## src/rtl/exec_writeback_stage_pkg.sv

```systemverilog
// Shared definitions for the execute/writeback stage.
//   - Opcode constants (final opcode after condition evaluation).
//   - Memory-access FSM state encoding.
//   - NZCV bit indices within the 4-bit flag vector {N,Z,C,V}.
//   - Small opcode-classification helpers used by the stage.
package exec_writeback_stage_pkg;

    // Opcodes 1..10 are further ALU operations; they behave exactly like OP_ADD here.
    localparam logic [3:0] OP_ADD = 4'd0;
    localparam logic [3:0] OP_CMP = 4'd11;
    localparam logic [3:0] OP_ADR = 4'd12;
    localparam logic [3:0] OP_LDR = 4'd13;
    localparam logic [3:0] OP_STR = 4'd14;
    localparam logic [3:0] OP_NOP = 4'd15;

    localparam int unsigned NZCV_N = 32'd3;
    localparam int unsigned NZCV_Z = 32'd2;
    localparam int unsigned NZCV_C = 32'd1;
    localparam int unsigned NZCV_V = 32'd0;

    typedef enum logic [1:0] {
        ST_IDLE  = 2'd0,
        ST_MEM   = 2'd1,
        ST_ABORT = 2'd2
    } wb_state_t;

    // ALU ops and ADR write their result; CMP only sets flags.
    function automatic logic writes_reg(input logic [3:0] op);
        return (op <= OP_ADR) && (op != OP_CMP);
    endfunction

    function automatic logic is_mem_op(input logic [3:0] op);
        return (op == OP_LDR) || (op == OP_STR);
    endfunction

    // CMP always updates flags; other ALU/ADR ops only when S is set.
    function automatic logic sets_flags(input logic [3:0] op, input logic s);
        return (op <= OP_ADR) && (s || (op == OP_CMP));
    endfunction

endpackage

```

## src/rtl/exec_writeback_stage_mem_access_fsm.sv

```systemverilog
// Memory-access controller for LDR/STR: IDLE/MEM/ABORT FSM, timeout counter
// and the req/ack handshake.
// Ports:
//   clk, rst                 clock, synchronous active-high reset
//   start, start_we          launch a transaction (1 = store) from IDLE
//   start_addr, start_wdata  address / store data captured on start
//   mem_ack                  completion pulse (ignored outside MEM)
//   state                    current FSM state
//   mem_req/mem_we/mem_addr/mem_wdata  registered request, stable until ack
//   mem_err                  one-cycle pulse while in ABORT
//   done                     combinational: ack accepted this cycle
module mem_access_fsm
    import exec_writeback_stage_pkg::*;
#(
    parameter int ADDR_W      = 16,
    parameter int DATA_W      = 32,
    parameter int MEM_TIMEOUT = 255
) (
    input  logic              clk,
    input  logic              rst,
    input  logic              start,
    input  logic              start_we,
    input  logic [ADDR_W-1:0] start_addr,
    input  logic [DATA_W-1:0] start_wdata,
    input  logic              mem_ack,
    output wb_state_t         state,
    output logic              mem_req,
    output logic              mem_we,
    output logic [ADDR_W-1:0] mem_addr,
    output logic [DATA_W-1:0] mem_wdata,
    output logic              mem_err,
    output logic              done
);

    localparam int CNT_W = $clog2(MEM_TIMEOUT + 1);

    wb_state_t         state_r, state_s;
    logic [CNT_W-1:0]  cnt_r, cnt_s;
    logic              req_r, req_s;
    logic              we_r, we_s;
    logic [ADDR_W-1:0] addr_r, addr_s;
    logic [DATA_W-1:0] wdata_r, wdata_s;
    logic              err_r, err_s;
    logic              done_s;

    // Next-state, counter and request-register logic.
    always_comb begin
        state_s = state_r;
        cnt_s   = cnt_r;
        req_s   = req_r;
        we_s    = we_r;
        addr_s  = addr_r;
        wdata_s = wdata_r;
        err_s   = 1'b0;
        done_s  = 1'b0;
        case (state_r)
            ST_IDLE: begin
                if (start) begin
                    state_s = ST_MEM;
                    cnt_s   = '0;
                    req_s   = 1'b1;
                    we_s    = start_we;
                    addr_s  = start_addr;
                    wdata_s = start_wdata;
                end else begin
                    state_s = ST_IDLE;
                end
            end
            ST_MEM: begin
                // Ack is checked first so an ack on the final cycle still succeeds.
                if (mem_ack) begin
                    done_s  = 1'b1;
                    req_s   = 1'b0;
                    state_s = ST_IDLE;
                end else if ((cnt_r + CNT_W'(1)) == CNT_W'(MEM_TIMEOUT)) begin
                    cnt_s   = cnt_r + CNT_W'(1);
                    req_s   = 1'b0;
                    err_s   = 1'b1;
                    state_s = ST_ABORT;
                end else begin
                    cnt_s   = cnt_r + CNT_W'(1);
                end
            end
            ST_ABORT: begin
                state_s = ST_IDLE;
            end
            default: begin
                state_s = ST_IDLE;
                req_s   = 1'b0;
            end
        endcase
    end

    // State and request registers.
    always_ff @(posedge clk) begin
        if (rst) begin
            state_r <= ST_IDLE;
            cnt_r   <= '0;
            req_r   <= 1'b0;
            we_r    <= 1'b0;
            addr_r  <= '0;
            wdata_r <= '0;
            err_r   <= 1'b0;
        end else begin
            state_r <= state_s;
            cnt_r   <= cnt_s;
            req_r   <= req_s;
            we_r    <= we_s;
            addr_r  <= addr_s;
            wdata_r <= wdata_s;
            err_r   <= err_s;
        end
    end

    assign state     = state_r;
    assign mem_req   = req_r;
    assign mem_we    = we_r;
    assign mem_addr  = addr_r;
    assign mem_wdata = wdata_r;
    assign mem_err   = err_r;
    assign done      = done_s;

endmodule

```

## src/rtl/exec_writeback_stage.sv

```systemverilog
// Execute/writeback stage: captures the final opcode, ALU result and flags,
// then writes the register file, runs an LDR/STR through mem_access_fsm, or
// retires a NOP. Owns the architectural NZCV register.
// Ports:
//   clk, rst                          clock, synchronous active-high reset
//   in_valid/in_ready                 upstream handshake (ready only in IDLE)
//   in_opcode, in_s, in_result, in_nzcv, in_dst, in_addr, in_stdata
//                                     instruction payload
//   nzcv                              architectural flags {N,Z,C,V}
//   rf_we/rf_waddr/rf_wdata           register-file write port (pulse)
//   mem_req/mem_we/mem_addr/mem_wdata/mem_ack/mem_rdata  memory handshake
//   mem_err                           timeout abort pulse
//   retire                            one pulse per completed instruction
module exec_writeback_stage
    import exec_writeback_stage_pkg::*;
#(
    parameter int DATA_W      = 32,
    parameter int ADDR_W      = 16,
    parameter int REG_AW      = 4,
    parameter int MEM_TIMEOUT = 255
) (
    input  logic              clk,
    input  logic              rst,
    input  logic              in_valid,
    output logic              in_ready,
    input  logic [3:0]        in_opcode,
    input  logic              in_s,
    input  logic [DATA_W-1:0] in_result,
    input  logic [3:0]        in_nzcv,
    input  logic [REG_AW-1:0] in_dst,
    input  logic [ADDR_W-1:0] in_addr,
    input  logic [DATA_W-1:0] in_stdata,
    output logic [3:0]        nzcv,
    output logic              rf_we,
    output logic [REG_AW-1:0] rf_waddr,
    output logic [DATA_W-1:0] rf_wdata,
    output logic              mem_req,
    output logic              mem_we,
    output logic [ADDR_W-1:0] mem_addr,
    output logic [DATA_W-1:0] mem_wdata,
    input  logic              mem_ack,
    input  logic [DATA_W-1:0] mem_rdata,
    output logic              mem_err,
    output logic              retire
);

    wb_state_t         state_s;
    logic              accept_s;
    logic              mem_start_s;
    logic              mem_done_s;
    logic [3:0]        nzcv_r;
    logic              rf_we_r;
    logic [REG_AW-1:0] rf_waddr_r;
    logic [DATA_W-1:0] rf_wdata_r;
    logic              retire_r;
    logic [REG_AW-1:0] ld_dst_r;

    assign in_ready    = (state_s == ST_IDLE);
    assign accept_s    = in_valid && in_ready;
    assign mem_start_s = accept_s && is_mem_op(in_opcode);

    mem_access_fsm #(
        .ADDR_W      (ADDR_W),
        .DATA_W      (DATA_W),
        .MEM_TIMEOUT (MEM_TIMEOUT)
    ) u_mem (
        .clk         (clk),
        .rst         (rst),
        .start       (mem_start_s),
        .start_we    (in_opcode == OP_STR),
        .start_addr  (in_addr),
        .start_wdata (in_stdata),
        .mem_ack     (mem_ack),
        .state       (state_s),
        .mem_req     (mem_req),
        .mem_we      (mem_we),
        .mem_addr    (mem_addr),
        .mem_wdata   (mem_wdata),
        .mem_err     (mem_err),
        .done        (mem_done_s)
    );

    // Flag register, writeback mux and retire pulse.
    always_ff @(posedge clk) begin
        if (rst) begin
            nzcv_r     <= 4'b0000;
            rf_we_r    <= 1'b0;
            rf_waddr_r <= '0;
            rf_wdata_r <= '0;
            retire_r   <= 1'b0;
            ld_dst_r   <= '0;
        end else begin
            rf_we_r  <= 1'b0;
            retire_r <= (accept_s && !is_mem_op(in_opcode)) || mem_done_s;
            if (accept_s && writes_reg(in_opcode)) begin
                rf_we_r    <= 1'b1;
                rf_waddr_r <= in_dst;
                rf_wdata_r <= in_result;
            end else if (mem_done_s && !mem_we) begin
                // Load completion; no accept can coincide since in_ready is low in MEM.
                rf_we_r    <= 1'b1;
                rf_waddr_r <= ld_dst_r;
                rf_wdata_r <= mem_rdata;
            end
            if (mem_start_s) begin
                ld_dst_r <= in_dst;
            end
            if (accept_s && sets_flags(in_opcode, in_s)) begin
                nzcv_r <= {in_nzcv[NZCV_N], in_nzcv[NZCV_Z], in_nzcv[NZCV_C], in_nzcv[NZCV_V]};
            end
        end
    end

    assign nzcv     = nzcv_r;
    assign rf_we    = rf_we_r;
    assign rf_waddr = rf_waddr_r;
    assign rf_wdata = rf_wdata_r;
    assign retire   = retire_r;

endmodule

```

## config.mk

```make
export PLATFORM = sky130hd
export DESIGN_NAME = exec_writeback_stage
export DESIGN_NICKNAME = d
export VERILOG_FILES = /design/src/rtl/exec_writeback_stage_pkg.sv /design/src/rtl/exec_writeback_stage_mem_access_fsm.sv /design/src/rtl/exec_writeback_stage.sv
export SDC_FILE = /design/constraint.sdc
export NUM_CORES = 1
export LEC_CHECK = 0
export ABC_AREA = 1
export BUFFER_PORTS_ARGS = -buffer_cell sky130_fd_sc_hd__buf_2
export CAP_MARGIN = 25
export CORE_UTILIZATION = 40
export CTS_BUF_LIST = sky130_fd_sc_hd__clkbuf_2 sky130_fd_sc_hd__clkbuf_4 sky130_fd_sc_hd__clkbuf_8
export DETAILED_ROUTE_END_ITERATION = 10
export GPL_TIMING_DRIVEN = 0
export PLACE_DENSITY = 0.81
export SYNTH_ARGS = -nofsm -noshare
export SYNTH_HDL_FRONTEND = slang
export SYNTH_SLANG_ARGS = --single-unit
export TNS_END_PERCENT = 50
```

## constraint.sdc

```tcl
create_clock -name clk -period 1.8 [get_ports clk]
set_input_delay 0.45 -clock clk [delete_from_list [all_inputs] [get_ports clk]]
set_output_delay 0.45 -clock clk [all_outputs]
set_load 0.05 [all_outputs]
```

==> results.yml <==
route:
  dr_total_vias: 4488
  final_antenna_net_count: 0
  drc_errors: 0
  drtPass1Iterations: 4
  dr.first_iter.drc_count: 376
  wl_um: 12100
  viasPerCell: 4.81
  wl_per_cell_um: 13.0
power:
  powerDensity_nw_per_um2: 892
  leakagePower_nw: 2.82
  pwr-share-comb: 0.190
  internal_power_w: 0.00349
  worst_ir_drop_vdd_mv: 0.457
  switching_power_w: 0.00163
  power_frac_clock: 0.313
  power_frac_seq: 0.497
  swShare: 0.318
cells_and_area:
  nNetsFinal: 923
  drive_gt1_frac: 0.351
  antenna_cells: 0
  synthToLayoutAreaGrowth_pct: 36.6
  fillerInstances: 1032
clock_network:
  cts_tree: "built"
  clock_latency_ps: 360
  clk_pin_slew_worst_paths_ps: 110
  clock_path_buffers: 2
  cts.sinks: 107
  hold_buffers: 0
  cts_buffers: 9
  htree_levels: 3
  cts_root_buf: "clkbuf_8"
timing:
  relSlewSlack: 0.656
  worst_pin_slew_ps: 516
  post-route-period-util: 0.926
  period_needed_ps: 1670
  rsz0062_at_grt: "true"
  holdWs_ps: 297
  finalSetupViolCount: 0
  final_max_slew_viol_count: 0
  hold_viol: 0
  worst_slack_ps: 133
  finClkSkew_ps: 12.2
  fmax_ghz: 0.600
setup_path:
  crit_family: "simple AND/OR/NAND/NOR gates"
  arrival_ps: 1950
  r2r-start: "u_mem.state[0]$_SDFFE_PP0P_"
  cp_slowest_cell: "dfxtp_1"
  start_kind: "register"
  cp-end-kind: "register"
  rrSetupSlack_ps: 130
  reg2reg_to: "rf_wdata[17]$_SDFFE_PP0P_"
  crit_fanout: 10
  required_ps: 2090
  crit_path_cell_trace: "inv_1 > nor2_4 > nand2_1 > nor2_4 > buf_2 > nand2_1 > a31oi_1"
  cpPeakStageDelay_ps: 390
  crit_buf_inv: 2
  critical_path_class: "register to register"
  ff2ff_path_depth: 7
synth:
  synth_edf_count: 0
  synthCells: 557
  yosysWarnings: 0
  yosys.area.top_type: "dfxtp_1"
  syn_area_per_cell_um2: 7.54
  yosys.area_share.simple: 0.278
  async_flop_share: 0
  synthMuxAreaShare: 0
  synth_top_area_frac: 0.510
  synth_area_leaders: "dfxtp_1 51%, nand2_1 12%, nor2_1 11%"
  synth_top_family_by_area: "simple AND/OR/NAND/NOR gates"
  synth_compound_area_frac: 0.150
  syn_area_um2: 4200
  yosysSeqAreaShare: 0.510
  ys_top_cells_by_count: "133 x nand2_1, 124 x nor2_1, 107 x dfxtp_1"
  yosysMostFrequentCell: "nand2_1"
  synth_seq_cells: 107
  synth_xor_area_frac: 0
  synth_cell_types: 30
  synthFlopType: "dfxtp_1"
  synth_fa_ha_area_frac: 0.00596
  synth_nets: 688
die:
  fp.dieW_um: 104
  initial_core_util: 0.411
  core_um2: 10200
  dieArea_um2: 10900
  ios: 223
  fp-row-count: 37
  die_h_um: 104
placement:
  gp_congestion: 0.812
  dpl.hpwl_um: 9000
  portBuffers: 222
  pre_cts_ws_ps: -289
global_routing:
  grt_pass1_vias: 4221
  antenna_found_initial: 0
  grt_use_total: 0.225
  grt_pass1_wl_um: 19800
  grt_start_max_net_pins: 20
  grt-ovfl-total: 0
status:
  status: "finished, final reports clean"
worst_hold_path:
  whs_path_depth: 3
  hold_class: "input port to register"
  min-delay-start: "in_addr[12]"
  whs_endpoint: "u_mem.mem_addr[12]$_SDFFE_PP0P_"
flow_run:
  maxCapViolations: 0
==> sequential cells by signal, indices dropped and copies added, names as in the netlist <==
register,count
u_mem.mem_wdata,32
rf_we,1
ld_dst_r,4
rf_wdata,32
u_mem.mem_err,1
u_mem.state,2
u_mem.mem_req,1
u_mem.mem_addr,16
retire,1
nzcv,4
u_mem.cnt_r,8
rf_waddr,4
u_mem.mem_we,1
==> power by group through the flow <==
stage                     Combinational [W]  Sequential [W]  Clock, W
after floorplan                    0.000269         0.00297         0
after global placement             0.000963         0.00260         0
after detailed placement           0.000970         0.00260         0
after CTS                          0.000972         0.00255   0.00164
final                              0.000973         0.00255   0.00160
after global routing                0.00105         0.00256   0.00174
==> final cells by class <==
type	instances	area [µm²]	share of cell area
Sequential cell	107	2140	0.373
Buffer	29	166	0.0290
Clock inverter	6	78.8	0.0137
Timing Repair Buffer	225	1150	0.200
Multi-Input combinational cell	402	1830	0.318
Clock buffer	10	138	0.0240
Inverter	18	70.1	0.0122
Tap cell	136	170	0.0297
==> routing by layer <==
layer	vias to the layer above	GRT usage	routed length, µm
met5	-	0	0
met4	0	0.0735	132
met3	12	0.0445	878
met2	190	0.404	6010
met1	2002	0.267	5110
li1	2284	-	-
==> worst reg2reg max path, stage by stage, from the launching register on <==
cell and delay, ps:
dfxtp_1 390, inv_1 90, nor2_4 160, nand2_1 150, nor2_4 260, buf_2 280
nand2_1 80, a31oi_1 180
==> how the worst max path moves through the flow <==
| stage | startpoint | endpoint | cells after the start |
|---|---|---|---|
| floorplan | u_mem.state[1]$_SDFFE_PP0P_ | rf_wdata[25]$_SDFFE_PP0P_ | 9 |
| global placement | in_opcode[2] | u_mem.mem_addr[7]$_SDFFE_PP0P_ | 9 |
| detailed placement | in_opcode[2] | u_mem.mem_addr[7]$_SDFFE_PP0P_ | 9 |
| CTS | u_mem.state[1]$_SDFFE_PP0P_ | u_mem.mem_addr[7]$_SDFFE_PP0P_ | 7 |
| global route | u_mem.state[0]$_SDFFE_PP0P_ | rf_wdata[20]$_SDFFE_PP0P_ | 7 |
| finish | u_mem.state[0]$_SDFFE_PP0P_ | rf_wdata[17]$_SDFFE_PP0P_ | 7 |
==> cell usage in the layout (no fill, tap or decap), types with 2 or more instances in the layout <==
master	netlist	layout
ha_1	2	2
a31oi_1	36	36
nand3_1	8	8
a21oi_1	8	8
buf_6	2	2
inv_1	14	14
nor2_4	3	3
dfxtp_1	107	107
inv_2	3	3
inv_8	0	2
nand2_1	133	133
nor3_1	2	2
buf_2	3	224
nand4_1	2	2
nor2_1	124	123
clkbuf_2	1	4
buf_12	1	2
clkbuf_8	0	10
inv_6	0	2
clkbuf_1	18	14
a211oi_1	2	2
o21bai_1	2	2
o21ai_0	61	61
nand2_2	11	11
nor2_2	3	4
buf_4	4	6
==> cell families (layout without fill, tap and decap cells) <==
family,after synthesis,in the layout
AO/OA/AOI/OAI,112,112
flip-flops,107,107
adder cells (fa/ha/maj),2,2
buffers and inverters,48,288
AND/OR/NAND/NOR,288,288
==> what timing repair did <==
| item | 4_1_cts | 5_1_grt |
|---|---|---|
| setup buffers | 0 | 3 |
| pin swaps | 1 | 1 |
| resized for setup | 0 | 8 |
| setup endpoints to repair | 6 | 50 |
| endpoints found under the hold margin | 0 | 0 |
==> metrics by stage <==
step / cells / cell area (µm²) / utilization / power (W) / TNS (ps)
after floorplan: 557 / 4200 / - / 0.00324 / 0
after global placement: 915 / 5480 / 0.536 / 0.00356 / -8830
after detailed placement: 915 / 5480 / 0.536 / 0.00357 / -9790
after CTS: 931 / 5700 / 0.557 / 0.00516 / 0
after global routing: 933 / 5740 / 0.561 / 0.00535 / -116
final: 933 / 5740 / 0.561 / 0.00512 / 0
No activity file was read; power rests on OpenSTA's default activity.
